`config.mk`:
```
export PLATFORM = sky130hd
export DESIGN_NAME = ram_win_arb_flat
export DESIGN_NICKNAME = d
export VERILOG_FILES = /design/src/rtl/ram_win_arb_if.sv /design/src/rtl/ram_win_arb.sv /design/src/flat_wrapper.sv
export SDC_FILE = /design/constraint.sdc
export NUM_CORES = 1
export LEC_CHECK = 0
export CORE_ASPECT_RATIO = 0.5
export CORE_UTILIZATION = 38
export CTS_BUF_LIST = sky130_fd_sc_hd__clkbuf_4 sky130_fd_sc_hd__clkbuf_8
export CTS_CLUSTER_SIZE = 10
export DETAILED_ROUTE_END_ITERATION = 8
export GPL_ROUTABILITY_DRIVEN = 0
export PLACE_DENSITY = 0.82
export SYNTH_ARGS = -nofsm -noshare
export SYNTH_HDL_FRONTEND = slang
export SYNTH_SLANG_ARGS = --single-unit
```
`constraint.sdc`:
```
create_clock -name i_clk -period 1.75 [get_ports i_clk]
set_input_delay 0.4375 -clock i_clk [delete_from_list [all_inputs] [get_ports i_clk]]
set_output_delay 0.4375 -clock i_clk [all_outputs]
set_load 0.005 [all_outputs]
```
`src/rtl/ram_win_arb_if.sv`:
```
// Bus bundle between the console bus masters and ram_win_arb, plus the single-port RAM side.
// Signal prefixes are given from the adapter's point of view.
interface ram_win_arb_if #(
  parameter int N_CH   = 2,
  parameter int RAM_AW = 11
);
  logic [N_CH-1:0]    i_req;
  logic [16*N_CH-1:0] i_addr;
  logic [N_CH-1:0]    i_wn;
  logic [8*N_CH-1:0]  i_wdata;
  logic [N_CH-1:0]    o_ack;
  logic [N_CH-1:0]    o_rvalid;
  logic [7:0]         o_rdata;
  logic [RAM_AW-1:0]  o_ram_addr;
  logic [7:0]         o_ram_din;
  logic               o_ram_r_wn;
  logic [7:0]         i_ram_q;

  modport slave (
    input  i_req, i_addr, i_wn, i_wdata, i_ram_q,
    output o_ack, o_rvalid, o_rdata, o_ram_addr, o_ram_din, o_ram_r_wn
  );

  modport master (
    output i_req, i_addr, i_wn, i_wdata, i_ram_q,
    input  o_ack, o_rvalid, o_rdata, o_ram_addr, o_ram_din, o_ram_r_wn
  );
endinterface

```
`src/rtl/ram_win_arb.sv`:
```
// Multi-master window-decoding adapter onto one single-port synchronous RAM.
// Define RAM_ARB_RR_EN for round-robin arbitration; otherwise lowest channel index wins.
module ram_win_arb #(
  parameter int                  N_CH     = 2,
  parameter int                  RAM_AW   = 11,
  parameter int                  WIN_LSB  = 13,
  parameter logic [15-WIN_LSB:0] WIN_BASE = '0,
  parameter int                  RD_LAT   = 1
) (
  input  logic         i_clk,
  input  logic         i_rst,
  ram_win_arb_if.slave bus
);
  localparam int CW = (N_CH > 1) ? $clog2(N_CH) : 1;

  typedef struct packed {
    logic          vld;
    logic [CW-1:0] ch;
    logic          hit;
  } rd_slot_t;

  logic [N_CH-1:0]   r_ack;
  logic [N_CH-1:0]   r_rvalid;
  logic [7:0]        r_rdata;
  logic [RAM_AW-1:0] r_ram_addr;
  logic [7:0]        r_ram_din;
  logic              r_ram_r_wn;
  rd_slot_t [RD_LAT:0] r_pipe;

  logic [N_CH-1:0] w_elig;
  logic [N_CH-1:0] w_gnt_oh;
  logic [N_CH-1:0] w_exit_oh;
  logic            w_gnt_vld;
  logic [CW-1:0]   w_gnt_idx;
  logic [15:0]     w_addr;
  logic            w_wn;
  logic [7:0]      w_wdata;
  logic            w_hit;
  rd_slot_t        w_slot;
  rd_slot_t        w_exit;
  logic            w_unused;

  // A channel acked this cycle is still showing its old request; skip it.
  assign w_elig = bus.i_req & ~r_ack;

`ifdef RAM_ARB_RR_EN
  logic [CW-1:0] r_ptr;

  // Pick the eligible channel closest after the last one granted.
  always_comb begin
    int best;
    int dist;
    best      = N_CH;
    dist      = 0;
    w_gnt_vld = 1'b0;
    w_gnt_idx = '0;
    for (int k = 0; k < N_CH; k++) begin
      dist = (k + N_CH - 1 - int'(r_ptr)) % N_CH;
      if (w_elig[k] && dist < best) begin
        best      = dist;
        w_gnt_vld = 1'b1;
        w_gnt_idx = CW'(k);
      end
    end
  end

  always_ff @(posedge i_clk or posedge i_rst) begin
    if (i_rst) begin
      r_ptr <= CW'(N_CH - 1);
    end else if (w_gnt_vld) begin
      r_ptr <= w_gnt_idx;
    end
  end
`else
  // NOTE: every variable gets a default before the branches, so no latch is inferred.
  always_comb begin
    w_gnt_vld = 1'b0;
    w_gnt_idx = '0;
    for (int k = N_CH - 1; k >= 0; k--) begin
      if (w_elig[k]) begin
        w_gnt_vld = 1'b1;
        w_gnt_idx = CW'(k);
      end
    end
  end
`endif

  always_comb begin
    w_addr   = '0;
    w_wn     = 1'b1;
    w_wdata  = '0;
    w_gnt_oh = '0;
    for (int k = 0; k < N_CH; k++) begin
      if (w_gnt_idx == CW'(k)) begin
        w_addr      = bus.i_addr[16*k +: 16];
        w_wn        = bus.i_wn[k];
        w_wdata     = bus.i_wdata[8*k +: 8];
        w_gnt_oh[k] = w_gnt_vld;
      end
    end
  end

  assign w_hit    = (w_addr[15:WIN_LSB] == WIN_BASE);
  assign w_slot   = '{vld: w_gnt_vld & w_wn, ch: w_gnt_idx, hit: w_hit};
  assign w_exit   = r_pipe[RD_LAT];
  // Address bits between the fold and the window decode are mirror bits.
  assign w_unused = ^w_addr;

  always_comb begin
    w_exit_oh = '0;
    for (int k = 0; k < N_CH; k++) begin
      if (w_exit.ch == CW'(k)) w_exit_oh[k] = w_exit.vld;
    end
  end

  // NOTE: state updates use non-blocking assignments, and the read pipeline is reset so
  // that reads in flight when reset hits never produce an rvalid.
  always_ff @(posedge i_clk or posedge i_rst) begin
    if (i_rst) begin
      r_ack      <= '0;
      r_rvalid   <= '0;
      r_rdata    <= 8'h00;
      r_ram_addr <= '0;
      r_ram_din  <= 8'h00;
      r_ram_r_wn <= 1'b1;
      r_pipe     <= '0;
    end else begin
      r_ack      <= w_gnt_oh;
      r_ram_r_wn <= 1'b1;
      if (w_gnt_vld) begin
        // A window miss becomes a dummy read of address 0.
        r_ram_addr <= w_hit ? w_addr[RAM_AW-1:0] : '0;
        r_ram_din  <= w_hit ? w_wdata : 8'h00;
        r_ram_r_wn <= w_hit ? w_wn : 1'b1;
      end
      r_pipe   <= {r_pipe[RD_LAT-1:0], w_slot};
      r_rvalid <= w_exit_oh;
      if (w_exit.vld) begin
        r_rdata <= w_exit.hit ? bus.i_ram_q : 8'h00;
      end
    end
  end

  assign bus.o_ack      = r_ack;
  assign bus.o_rvalid   = r_rvalid;
  assign bus.o_rdata    = r_rdata;
  assign bus.o_ram_addr = r_ram_addr;
  assign bus.o_ram_din  = r_ram_din;
  assign bus.o_ram_r_wn = r_ram_r_wn;
endmodule
```
`src/flat_wrapper.sv`:
```
// flat-port wrapper written by rule: the top's interface ports become plain ports
module ram_win_arb_flat 
#(
  parameter int                  N_CH     = 2,
  parameter int                  RAM_AW   = 11,
  parameter int                  WIN_LSB  = 13,
  parameter logic [15-WIN_LSB:0] WIN_BASE = '0,
  parameter int                  RD_LAT   = 1
)
  (i_clk, i_rst, bus_i_req, bus_i_addr, bus_i_wn, bus_i_wdata, bus_i_ram_q, bus_o_ack, bus_o_rvalid, bus_o_rdata, bus_o_ram_addr, bus_o_ram_din, bus_o_ram_r_wn);
  ram_win_arb_if #(.N_CH(N_CH), .RAM_AW(RAM_AW)) bus_i ();
  input  logic i_clk;
  input  logic i_rst;
  input wire logic [$bits(bus_i.i_req)-1:0] bus_i_req;
  input wire logic [$bits(bus_i.i_addr)-1:0] bus_i_addr;
  input wire logic [$bits(bus_i.i_wn)-1:0] bus_i_wn;
  input wire logic [$bits(bus_i.i_wdata)-1:0] bus_i_wdata;
  input wire logic [$bits(bus_i.i_ram_q)-1:0] bus_i_ram_q;
  output wire logic [$bits(bus_i.o_ack)-1:0] bus_o_ack;
  output wire logic [$bits(bus_i.o_rvalid)-1:0] bus_o_rvalid;
  output wire logic [$bits(bus_i.o_rdata)-1:0] bus_o_rdata;
  output wire logic [$bits(bus_i.o_ram_addr)-1:0] bus_o_ram_addr;
  output wire logic [$bits(bus_i.o_ram_din)-1:0] bus_o_ram_din;
  output wire logic [$bits(bus_i.o_ram_r_wn)-1:0] bus_o_ram_r_wn;
  assign bus_i.i_req = bus_i_req;
  assign bus_i.i_addr = bus_i_addr;
  assign bus_i.i_wn = bus_i_wn;
  assign bus_i.i_wdata = bus_i_wdata;
  assign bus_i.i_ram_q = bus_i_ram_q;
  assign bus_o_ack = bus_i.o_ack;
  assign bus_o_rvalid = bus_i.o_rvalid;
  assign bus_o_rdata = bus_i.o_rdata;
  assign bus_o_ram_addr = bus_i.o_ram_addr;
  assign bus_o_ram_din = bus_i.o_ram_din;
  assign bus_o_ram_r_wn = bus_i.o_ram_r_wn;
  ram_win_arb #(.N_CH(N_CH), .RAM_AW(RAM_AW), .WIN_LSB(WIN_LSB), .WIN_BASE(WIN_BASE), .RD_LAT(RD_LAT)) u_core (.i_clk(i_clk), .i_rst(i_rst), .bus(bus_i));
endmodule
```
==> results.py <==
metrics = {
    "run_status": {
        "status": "completed",
    },
    "setup_path": {
        "cp_cell_sequence": "clkdlybuf4s50_1",
        "timing.critical_path.buf_inv": 1,
        "worstRegToRegCells": 6,
        "crit_path_end_kind": "primary output",
        "crit_family": "buffers and inverters",
        "critPathLaunchType": "register",
        "crit_slowest_cell": "clkdlybuf4s50_1",
        "cp.required_ns": 1.31,
        "crit_type": "reg2out",
        "arrival_ns": 1.20,
        "cp_slowest_stage_delay_ns": 0.53,
        "worst-path-stages": 1,
        "crit_fanout": 3,
    },
    "timing": {
        "setup_viol": 0,
        "period_needed_ns": 1.634,
        "rsz0062_at_grt": "no",
        "fin_crit_sh": 0.9338,
        "fmax_mhz": 611.9,
        "slew_viol_final": 0,
        "tightest_slew_ns": 0.4445,
        "relSlewSlack": 0.7030,
        "skew_ns": 0.004219,
        "hold_ws_ns": 0.3504,
        "finalHoldViolations": 0,
    },
    "clock_network": {
        "htreeDepth": 2,
        "cts_sinks": 38,
        "cts_buffers": 5,
        "clkLatencyLatePin_ns": 0.29,
        "clk_pin_slew_worst_paths_ns": 0.08,
        "cts_buffer_depth": 2,
        "root_buffer": "clkbuf_8",
        "cts_tree": "built",
    },
    "global_route": {
        "grtUsageTotal": 0.2163,
        "grt_max_degree": 39,
        "grt_pass1_wl_um": 6831,
        "grt_pass1_vias": 1341,
        "grt-ovfl-total": 0,
        "antenna_found_initial": 0,
    },
    "place": {
        "io_buffer_count": 89,
        "hpwl_um": 3086,
        "dp_cells": 273,
    },
    "die": {
        "dieArea_um2": 4388,
        "die_w_um": 92.69,
        "initial_core_util": 0.3983,
        "core_um2": 3924,
        "die_h_um": 47.35,
        "ios": 94,
        "rows": 16,
    },
    "synth": {
        "ys_async_sr_fraction": 1.000,
        "synth-edff-count": 0,
        "ys.flop_type": "dfrtp_1",
        "synth_area_per_cell_um2": 12.02,
        "synth_nets": 192,
        "syn_area_um2": 1563,
        "yosysUniqueCellTypes": 25,
        "yosys_warnings": 0,
        "ys_seq_area_frac": 0.6093,
        "synthCells": 130,
        "ys_seq_elements": 38,
    },
    "hold_path": {
        "hold_class": "reg2reg",
        "holdPathStages": 0,
    },
    "power": {
        "internal-power_mw": 1.641,
        "switchingPower_uw": 460.6,
        "peakVddDrop_mv": 0.3377,
        "switching_share": 0.2191,
        "combPwrFrac": 0.167,
        "clock_power_share": 0.378,
        "p_seq_frac": 0.455,
        "leakage_nw": 1.239,
        "p_per_area_nw_per_um2": 781.7,
    },
    "detailed_routing": {
        "routedWlPerCell_um": 16.35,
        "wl_um": 4593,
        "drtPass1Iterations": 4,
        "ant_nets": 0,
        "vias": 1382,
        "drt_iter0_drc": 63,
        "post_drt_via_cell_ratio": 4.918,
        "route.detailed.drc": 0,
    },
    "layout": {
        "layoutNonFillerInstCount": 281,
        "final_nets": 288,
        "drive_gt1_frac": 0.1101,
        "areaGrowthSynthToFinish_pct": 72.06,
        "antenna_cells": 0,
    },
    "run": {
        "cap_violations": 0,
    },
}
-- flip-flops by register name, indices dropped and copies added (netlist names) --
register	cells
u_core.bus.o_rvalid	2
u_core.bus.o_ack	2
u_core.bus.o_ram_addr	11
u_core.r_pipe	6
u_core.bus.o_ram_r_wn	1
u_core.bus.o_ram_din	8
u_core.bus.o_rdata	8
-- synthesized netlist by cell type, drive strengths merged, types with 2 or more instances --
| library cell | instances | area share |
|---|---|---|
| a221o | 18 | 0.12 |
| nor2 | 3 | 0.0088 |
| dfrtp | 37 | 0.59 |
| and2 | 2 | 0.0080 |
| nor3 | 2 | 0.014 |
| inv | 10 | 0.024 |
| clkbuf | 5 | 0.012 |
| o21ai | 9 | 0.029 |
| buf | 5 | 0.030 |
| and3 | 19 | 0.076 |
| nor2b | 3 | 0.012 |
| nand2 | 9 | 0.022 |
-- power by group through the flow --
stage               Combinational, mW  Sequential, mW  Clock [mW]
CTS                             0.354           0.957       0.802
global route                    0.380           0.963       0.855
finish                          0.351           0.956       0.794
detailed placement              0.349           0.972           0
global placement                0.341           0.971           0
floorplan                       0.101           0.970           0
-- routing by layer --
layer,vias up,wire length (um),GRT usage
met4,0,121,0.1077
met1,658,1980,0.2677
met3,13,238,0.05825
met2,51,2252,0.3689
li1,660,-,-
met5,-,0,0
-- cell families after synthesis --
group | share of synthesized area
AOI/OAI and AO/OA | 0.1617
buffers and inverters | 0.06565
DFF | 0.6093
and+or+nand+nor | 0.1633
-- timing repair --
action                                  in CTS  in global routing
gates resized for setup                      1                  1
hold buffers                                 0                  0
endpoints found under the setup margin      15                  1
setup buffers                                0                  0
gates cloned                                 0                  0
-- placed cells by master (no fill, tap or decap), drive strengths merged --
master / count
clkdlybuf4s50: 88
dfrtp: 37
and3: 19
a221o: 18
inv: 10
buf: 10
nand2: 9
o21ai: 9
clkbuf: 7
nor2b: 3
nor2: 3
and2: 2
nor3: 2
or2b: 1
or3: 1
nand2b: 1
a22o: 1
a2bb2oi: 1
nor3b: 1
a211o: 1
bufinv: 1
dlymetal6s2s: 1
dfstp: 1
-- worst paths after layout --
path | start | end | slack (ns)
min in group asynchronous | i_rst | u_core.r_pipe[0] | 0.51
worst min-delay path | u_core.r_pipe[2] | u_core.r_pipe[5] | 0.35
worst min register to register | u_core.r_pipe[2] | u_core.r_pipe[5] | 0.35
worst max register to register | u_core.bus.o_ack[0] | u_core.r_pipe[2] | 0.38
max in group asynchronous | i_rst | u_core.bus.o_ram_r_wn | 0.99
worst max-delay path | u_core.bus.o_ack[1] | bus_o_ack[1] | 0.12
-- area by class of cell --
| cell class | instances | area (um^2) |
|---|---|---|
| fill | 275 | 1235 |
| timing repair buffer | 99 | 993.5 |
| sequential | 38 | 952.2 |
| multi-input combinational | 72 | 518.0 |
| clock buffer | 7 | 90.09 |
| tap | 54 | 67.56 |
| inverter | 10 | 37.54 |
| clock inverter | 1 | 30.03 |
-- metrics by stage --
step           utilization  setup WS, ns  total power, mW  TNS (ns)  area, um^2
2_1_floorplan            -        0.3883            1.071         0        1563
5_1_grt             0.6853       0.06329            2.198         0        2689
3_5_place_dp        0.6527       -0.3624            1.321    -6.324        2561
4_1_cts             0.6846      0.001578            2.114         0        2686
6_report            0.6853        0.1158            2.102         0        2689
3_3_place_gp        0.6527       -0.2840            1.312    -5.123        2561
Power figures use the tool's default switching activity.
